File: src/rtl/led_pattern_sequencer_if.sv
// led_pattern_sequencer_if: command handshake bundle for the LED sequencer.
// cmd_duty exists only when LED_DIM_EN is defined.
interface led_pattern_sequencer_if #(
    parameter int PER_W = 16,
    parameter int CNT_W = 8,
    parameter int PWM_W = 4
);
    logic             cmd_valid;
    logic             cmd_ready;
    logic [1:0]       cmd_mode;
    logic [PER_W-1:0] cmd_half_period;
    logic [CNT_W-1:0] cmd_burst_cnt;
    logic [PER_W-1:0] cmd_gap;
`ifdef LED_DIM_EN
    logic [PWM_W-1:0] cmd_duty;
    modport master (output cmd_valid, cmd_mode, cmd_half_period, cmd_burst_cnt, cmd_gap, cmd_duty, input cmd_ready);
    modport slave  (input cmd_valid, cmd_mode, cmd_half_period, cmd_burst_cnt, cmd_gap, cmd_duty, output cmd_ready);
`else
    modport master (output cmd_valid, cmd_mode, cmd_half_period, cmd_burst_cnt, cmd_gap, input cmd_ready);
    modport slave  (input cmd_valid, cmd_mode, cmd_half_period, cmd_burst_cnt, cmd_gap, output cmd_ready);
`endif
    if (PER_W < 1 || CNT_W < 1 || PWM_W < 1) begin : g_bad_w
        $error("led_pattern_sequencer_if: field widths must be >= 1");
    end
endinterface

File: src/rtl/led_pattern_sequencer.sv
// led_pattern_sequencer: command-driven LED sequencer (off/on/blink/burst) timed by a prescaled tick.
// Optional LED_DIM_EN adds PWM dimming of on-phases through cmd_duty.
module led_pattern_sequencer #(
    parameter int CLK_HZ  = 100_000_000,
    parameter int TICK_HZ = 1000,
    parameter int PER_W   = 16,
    parameter int CNT_W   = 8,
    parameter int PWM_W   = 4
) (
    input  logic                   clk,
    input  logic                   rst,
    led_pattern_sequencer_if.slave cmd,
    output logic                   led,
    output logic                   busy,
    output logic                   tick
);
    localparam int DIV = CLK_HZ / TICK_HZ;
    localparam int PRE_W = $clog2(DIV);
    if (DIV < 2 || PWM_W < 1) begin : g_bad_cfg
        $error("led_pattern_sequencer: need CLK_HZ/TICK_HZ >= 2 and PWM_W >= 1");
    end
    typedef enum logic [2:0] {S_OFF, S_ON, S_BLINK, S_BON, S_BOFF, S_GAP} state_t;
    state_t state, state_n;
    logic [PRE_W-1:0] pre;
    logic [PER_W-1:0] phase, phase_n, hp_r, gap_r, hpm1;
    logic [CNT_W-1:0] cnt_r, rem, rem_n;
    logic lit, lit_n, acc, adv, on_lvl;
    assign acc = cmd.cmd_valid && cmd.cmd_ready;
    assign tick = pre == PRE_W'(DIV - 1);
    assign adv = tick && !acc;
    assign busy = state == S_BON || state == S_BOFF;
    assign cmd.cmd_ready = !busy;
    assign hpm1 = hp_r == '0 ? '0 : hp_r - 1'b1;
    always_comb begin
        state_n = state;
        lit_n = lit;
        phase_n = phase;
        rem_n = rem;
        if (acc) begin
            phase_n = '0;
            rem_n = cmd.cmd_burst_cnt;
            case (cmd.cmd_mode)
                2'b00: begin state_n = S_OFF; lit_n = 1'b0; end
                2'b01: begin state_n = S_ON; lit_n = 1'b1; end
                2'b10: begin state_n = S_BLINK; lit_n = 1'b1; end
                default: begin
                    state_n = cmd.cmd_burst_cnt == '0 ? S_OFF : S_BON;
                    lit_n = cmd.cmd_burst_cnt != '0;
                end
            endcase
        end else if (adv) begin
            phase_n = phase + 1'b1;
            case (state)
                S_BLINK: if (phase == hpm1) begin
                    lit_n = !lit;
                    phase_n = '0;
                end
                S_BON: if (phase == hpm1) begin
                    state_n = S_BOFF;
                    lit_n = 1'b0;
                    phase_n = '0;
                end
                S_BOFF: if (phase == hpm1) begin
                    phase_n = '0;
                    rem_n = rem - 1'b1;
                    // last blink of the burst: idle through the gap, or restart at once when there is none
                    if (rem != CNT_W'(1) || gap_r == '0) begin
                        state_n = S_BON;
                        lit_n = 1'b1;
                        rem_n = rem != CNT_W'(1) ? rem - 1'b1 : cnt_r;
                    end else begin
                        state_n = S_GAP;
                    end
                end
                S_GAP: if (phase == gap_r - 1'b1) begin
                    state_n = S_BON;
                    lit_n = 1'b1;
                    phase_n = '0;
                    rem_n = cnt_r;
                end
                default: phase_n = phase;
            endcase
        end
    end
`ifdef LED_DIM_EN
    logic [PWM_W-1:0] pwm, pwm_n, duty;
    assign pwm_n = pwm + 1'b1;
    assign on_lvl = pwm_n <= (acc ? cmd.cmd_duty : duty);
    always_ff @(posedge clk) begin
        if (rst) begin
            pwm <= '0;
            duty <= '0;
        end else begin
            pwm <= pwm_n;
            if (acc) duty <= cmd.cmd_duty;
        end
    end
`else
    assign on_lvl = 1'b1;
`endif
    always_ff @(posedge clk) begin
        if (rst) begin
            state <= S_OFF;
            pre <= '0;
            phase <= '0;
            rem <= '0;
            lit <= 1'b0;
            led <= 1'b0;
            hp_r <= '0;
            gap_r <= '0;
            cnt_r <= '0;
        end else begin
            state <= state_n;
            pre <= acc || tick ? '0 : pre + 1'b1;
            phase <= phase_n;
            rem <= rem_n;
            lit <= lit_n;
            led <= lit_n && on_lvl;
            if (acc) begin
                hp_r <= cmd.cmd_half_period;
                gap_r <= cmd.cmd_gap;
                cnt_r <= cmd.cmd_burst_cnt;
            end
        end
    end
endmodule
File: src/flat_wrapper.sv
// flat-port wrapper written by rule: the top's interface ports become plain ports
module led_pattern_sequencer_flat 
#(
    parameter int CLK_HZ  = 100_000_000,
    parameter int TICK_HZ = 1000,
    parameter int PER_W   = 16,
    parameter int CNT_W   = 8,
    parameter int PWM_W   = 4
)
  (clk, rst, led, busy, tick, cmd_cmd_valid, cmd_cmd_mode, cmd_cmd_half_period, cmd_cmd_burst_cnt, cmd_cmd_gap, cmd_cmd_ready);
  led_pattern_sequencer_if #(.PER_W(PER_W), .CNT_W(CNT_W), .PWM_W(PWM_W)) cmd_i ();
  input  logic clk;
  input  logic rst;
  output logic led;
  output logic busy;
  output logic tick;
  input wire logic [$bits(cmd_i.cmd_valid)-1:0] cmd_cmd_valid;
  input wire logic [$bits(cmd_i.cmd_mode)-1:0] cmd_cmd_mode;
  input wire logic [$bits(cmd_i.cmd_half_period)-1:0] cmd_cmd_half_period;
  input wire logic [$bits(cmd_i.cmd_burst_cnt)-1:0] cmd_cmd_burst_cnt;
  input wire logic [$bits(cmd_i.cmd_gap)-1:0] cmd_cmd_gap;
  output wire logic [$bits(cmd_i.cmd_ready)-1:0] cmd_cmd_ready;
  assign cmd_i.cmd_valid = cmd_cmd_valid;
  assign cmd_i.cmd_mode = cmd_cmd_mode;
  assign cmd_i.cmd_half_period = cmd_cmd_half_period;
  assign cmd_i.cmd_burst_cnt = cmd_cmd_burst_cnt;
  assign cmd_i.cmd_gap = cmd_cmd_gap;
  assign cmd_cmd_ready = cmd_i.cmd_ready;
  led_pattern_sequencer #(.CLK_HZ(CLK_HZ), .TICK_HZ(TICK_HZ), .PER_W(PER_W), .CNT_W(CNT_W), .PWM_W(PWM_W)) u_core (.clk(clk), .rst(rst), .cmd(cmd_i), .led(led), .busy(busy), .tick(tick));
endmodule
File: config.mk
export PLATFORM = sky130hd
export DESIGN_NAME = led_pattern_sequencer_flat
export DESIGN_NICKNAME = d
export VERILOG_FILES = /design/src/rtl/led_pattern_sequencer_if.sv /design/src/rtl/led_pattern_sequencer.sv /design/src/flat_wrapper.sv
export SDC_FILE = /design/constraint.sdc
export NUM_CORES = 1
export LEC_CHECK = 0
export ABC_AREA = 1
export BUFFER_PORTS_ARGS = -buffer_cell sky130_fd_sc_hd__buf_2
export CAP_MARGIN = 30
export CORE_UTILIZATION = 60
export CTS_CLUSTER_SIZE = 8
export DETAILED_ROUTE_END_ITERATION = 7
export HOLD_SLACK_MARGIN = 0.06
export PLACE_DENSITY = 0.8
export SYNTH_ARGS = -nofsm -noshare
export SYNTH_HDL_FRONTEND = slang
export SYNTH_SLANG_ARGS = --single-unit
File: constraint.sdc
create_clock -name clk -period 2.7 [get_ports clk]
set_clock_uncertainty 0.15 [all_clocks]
set_input_delay 0.135 -clock clk [delete_from_list [all_inputs] [get_ports clk]]
set_output_delay 0.135 -clock clk [all_outputs]
set_load 0.005 [all_outputs]
; Word-level counts from Yosys, hierarchy flattened
; Cells that the tools add are included.
[op_classes]
mux = 29
reduce_logical = 26
n_eq_ne = 15
addsub = 5
[ops]
columns = op, n
row1 = $mux 16, 3
row2 = $mux 8, 6
row3 = $eq 16x16->1, 2
row4 = $logic_not 16->1, 2
row5 = $pmux 16 s2, 1
row6 = $sub 16x1->16 const B, 2
row7 = $mux 3, 6
row8 = $pmux 3 s3, 2
row9 = $add 17x1->17 const B, 1
row10 = $eq 17x17->1 const B, 1
row11 = $add 16x1->16 const B, 1
row12 = $pmux 8 s2, 1
row13 = $ne 3x2->1 const B, 3
row14 = $logic_not 8->1, 1
row15 = $ne 8x1->1 const B, 1
row16 = $reduce_bool 8->1, 1
row17 = $sub 8x1->8 const B, 1
row18 = $mux 1, 7
row19 = $reduce_and 7->1, 1
row20 = $eq 3x2->1 const B, 2
row21 = $eq 3x3->1 const B, 2
row22 = $ne 3x1->1 const B, 2
row23 = $reduce_or 2->1, 3
row24 = $reduce_and 5->1, 1
row25 = other kinds (16), 22
[word_totals]
register_bits = 85
inputBits = 45
wordCells = 83
out_inout_bits = 4

; Longest topological paths before layout
[logic_depth]
word_depth = 8
mapped_depth = 20
depth_no_buf = 20

; Worst setup path before layout
; Ideal clock, no wire load.
[synth_timing]
kind = register to register
from = register u_core.hp_r[0]
to = register u_core.rem[0]
arrival_ps = 1998
required_ps = 2440
setup_ps = 110
stages_incl_launch_ff = 20
path_slack_ps = 442
path_cell_list = dfxtp_1 -> inv_1 -> ha_1 -> nand2_2 -> nor2_2 -> nand2_4 -> buf_6 -> nand3_1 -> nand2_1 -> nor2_1 -> nand2_1 -> nor2_2 -> nand3_2 -> nand2_2 -> nand2_2 -> inv_4 -> buf_8 -> nand3_1 -> nand2_1 -> nor2_1
[synth_via]
elab_chain_cells = 5
[synth_lines]
columns = element, line
row1 = from (decl), led_pattern_sequencer.sv:25  ; logic [PER_W-1:0] phase, phase_n, hp_r, gap_r, hpm1;
row2 = from (signal assigned), led_pattern_sequencer.sv:120  ; hp_r <= cmd.cmd_half_period;
row3 = $sub 16x1->16 or $logic_not 16->1 (tied branches), led_pattern_sequencer.sv:33  ; assign hpm1 = hp_r == '0 ? '0 : hp_r - 1'b1;
row4 = $mux 16 *, led_pattern_sequencer.sv:33
row5 = $eq 16x16->1 *, led_pattern_sequencer.sv:63  ; S_BOFF: if (phase == hpm1) begin
row6 = $ne 3x2->1 (no line) *, -
row7 = $reduce_and 4->1 (no line) *, -
row8 = to (signal assigned), led_pattern_sequencer.sv:116  ; rem <= rem_n;
row9 = to (decl), led_pattern_sequencer.sv:26  ; logic [CNT_W-1:0] cnt_r, rem, rem_n;
; Every way passes the cells marked *; elsewhere a longest branch is shown, timed or not.
; A chain may end at the register's enable or synchronous reset.

; Worst setup path in the final report
[layout_timing]
from = register u_core.gap_r[0]
to = register u_core.rem[6]
[layout_via]
elab_chain_cells = 7
[layout_lines]
columns = element, line
row1 = from (decl), led_pattern_sequencer.sv:25
row2 = from (signal assigned), led_pattern_sequencer.sv:121  ; gap_r <= cmd.cmd_gap;
row3 = branches (longest 7 deep; another with $sub 16x1->16), -
; Parallel ways; which one is timed is not known. The select of a mux whose other input is x is not followed.

==> metrics.cfg <==
[timing]
timing.final.ws_setup_ns = 0.114
finalHoldViolCount = 0
timing.fmax_mhz = 387
fin_setup_tns_ns = 0
tightest_slew_ns = 0.491
period_needed_ns = 2.59
relSlewSlack = 0.673
slew_violations = 0
period_share = 0.958
finalSetupViolCount = 0

[setup_path]
cpPeakStageDelay_ns = 0.33
required_ns = 2.84
path_buf_inv = 3
critPathTopFamily = simple AND/OR/NAND/NOR gates
critPathLaunchType = flop
crit_path_end_kind = flop
path_common_cell = nand2_1
arrival_ns = 2.73
crit_type = reg2reg
crit_slowest_cell = dfxtp_1
cp_max_fo = 9
path_cells = inv_1 > ha_1 > nand2_1 > nor2_4 > nand3_1 > nor3_2 > buf_4 > nand2_1 > nand2_2 > inv_2 > o21ai_0 > a31oi_1 > nand3_1 > nand2_1 > nor2_1

[global_routing]
gr-total-overflow = 0
grt_pass1_vias = 5805
grt_pass1_wl_um = 24800
grt.met2_usage = 0.583
grt_use_met3 = 0.0458
antenna_found_initial = 0
use_met1 = 0.353
grt.total_usage = 0.313
grt.busiest_layer = met2
grt_max_degree = 57

[logic_synthesis]
synth.net_count = 945
synthArstFlopShare = 0
synth-seq-cells = 85
syn_area_um2 = 5540
syn_avg_cell_area_um2 = 6.23
synth_edf_count = 0
synthCells = 890
ys_warn_count = 0
synth-seq-area-share = 0.307
synth_cell_types = 39
synthFlopType = dfxtp_1

[power_and_ir_drop]
irDropWorstVdd_mv = 0.402
power_leakage_uw = 0.00312
p_per_area_nw_per_um2 = 602
fin_total_pwr_uw = 3980

[run_status]
violations = design-rule violations
status = complete, but fails checks

[routing]
finalWirelength_um = 14800
vias = 5957
wl_per_cell_um = 13.6
first_pass_iters = 7
drt_iter0_markers = 302
viasPerCell = 5.44
route.detailed.drc = 2
ant_nets = 0

[job]
cap_violations = 0

[clock_tree]
cts.path.max_buffers = 2
cts_root_buf = clkbuf_8
cts_tree = yes
clk_pin_slew_worst_paths_ns = 0.09
cts_made_buffers = 9
clock-sinks = 85
clk_latency_ns = 0.36
htreeDepth = 3

[floorplan]
core_um2 = 8850
die_area_um2 = 9630
fp-row-count = 34
die_h_um = 98.1
die-width_um = 98.1
start_util = 0.627
ios = 49

[finish]
areaGrowthSynthToFinish_pct = 19.3
fin_area_um2 = 6610
fin_cells = 1095
fin_nets = 1037
layout-drive-gt1-share = 0.122
fillCellCount = 736
diodes = 0

[placed_design]
pre_cts_ws_ns = -0.0955
hpwlAfterDp_um = 10500
gp_congestion = 0.948
dp_cells = 1036
port_buffers = 48
dpl_cell_area_um2 = 5890

[hold_path]
hold_class = in2reg

==> stage by stage <==
stage                     utilization  hold WS (ns)
after floorplan                     -        0.0541
after global placement          0.665         0.206
after detailed placement        0.665         0.217
after CTS                       0.736         0.136
after global routing            0.747         0.197
final                           0.747         0.137
==> routing by layer <==
layer,vias to the layer above,wire [um]
met5,-,0
met4,0,438
met3,46,568
met2,152,7640
met1,2728,6190
li1,3031,-
==> cells in the mapped netlist (3+ instances only) <==
cell type | count | share of area
o21ai_0 | 61 | 0.055
nor2_1 | 129 | 0.087
nand4_1 | 30 | 0.034
xnor2_1 | 6 | 0.0095
clkbuf_1 | 12 | 0.0081
o21bai_1 | 3 | 0.0041
xor2_1 | 23 | 0.036
nor4_1 | 4 | 0.0045
inv_2 | 4 | 0.0027
buf_2 | 5 | 0.0045
a31oi_1 | 8 | 0.0090
nand2_2 | 4 | 0.0045
inv_1 | 133 | 0.090
nor3b_1 | 3 | 0.0041
nand3_1 | 78 | 0.070
nor2_2 | 10 | 0.011
a21oi_1 | 42 | 0.038
nor3_1 | 6 | 0.0054
nand2_1 | 208 | 0.14
nand2_4 | 3 | 0.0061
dfxtp_1 | 85 | 0.31
ha_1 | 10 | 0.023
==> kinds of logic (layout without fill, tap and decap cells) <==
logic type / count (synthesis) / count (layout) / synth area share
flops: 85 / 85 / 0.307
xor+xnor: 31 / 31 / 0.0539
fa+ha+maj: 10 / 10 / 0.0226
simple gates: 486 / 487 / 0.389
buf+inv: 158 / 254 / 0.113
compound gates: 120 / 120 / 0.114
==> layout make-up <==
type / count / area [um2] / area share
multi-input cells: 648 / 3310 / 0.501
flip-flops and latches: 85 / 1700 / 0.257
repair buffers: 100 / 733 / 0.111
inverters: 138 / 523 / 0.0791
clock buffers: 11 / 151 / 0.0229
well taps: 108 / 135 / 0.0204
clock inverters: 5 / 56.3 / 0.00852
==> power breakdown <==
group          switching (uW)  leakage, uW  internal [uW]  total (uW)
sequential                110     0.000697           1380        1490
clock                     474     0.000106            479         953
combinational             978      0.00232            559        1540
==> worst paths after layout <==
path                                           start             to  slack (ns)  cells past startpoint
worst max-delay path                 u_core.gap_r[0]  u_core.rem[6]        0.11                     15
worst min-delay path            cmd_cmd_burst_cnt[4]  u_core.rem[4]        0.14                      7
worst max register to register       u_core.gap_r[0]  u_core.rem[6]        0.11                     15
worst min register to register         u_core.pre[0]  u_core.pre[0]        0.31                      1
==> flip-flops by register name, summed over array words and instances, names as in the netlist <==
| signal | count |
|---|---|
| u_core.pre | 17 |
| u_core.phase | 16 |
| u_core.cnt_r | 8 |
| u_core.gap_r | 16 |
| u_core.rem | 8 |
| u_core.hp_r | 16 |
| u_core.lit | 1 |
| u_core.state | 3 |
==> layout by cell type (no fill, tap or decap), types with 8 or more instances in the layout <==
cell type | Yosys | final
a31oi_1 | 8 | 8
inv_1 | 133 | 132
a21oi_1 | 42 | 42
nand2_1 | 208 | 207
dlygate4sd3_1 | 0 | 41
ha_1 | 10 | 9
xor2_1 | 23 | 23
buf_2 | 5 | 48
nand3_1 | 78 | 76
dfxtp_1 | 85 | 85
nor2_2 | 10 | 11
nand4_1 | 30 | 30
nor2_1 | 129 | 124
clkbuf_8 | 0 | 11
o21ai_0 | 61 | 60
buf_4 | 0 | 11
==> tightest hold or removal path, stage by stage <==
cell     delay, ns
buf_2         0.09
nand2_1       0.07
o21ai_0       0.08
a31oi_1       0.04
nand3_1       0.07
nand2_1       0.04
nor2_1        0.07
==> timing repair <==
action	CTS	global route
buffers inserted	0	1
endpoints found under the hold margin	40	0
gates cloned	0	1
hold buffers	41	0
pin swaps	0	4
gates resized for setup	2	20
setup endpoints to repair	4	33
No activity file was read; power rests on OpenSTA's default activity.
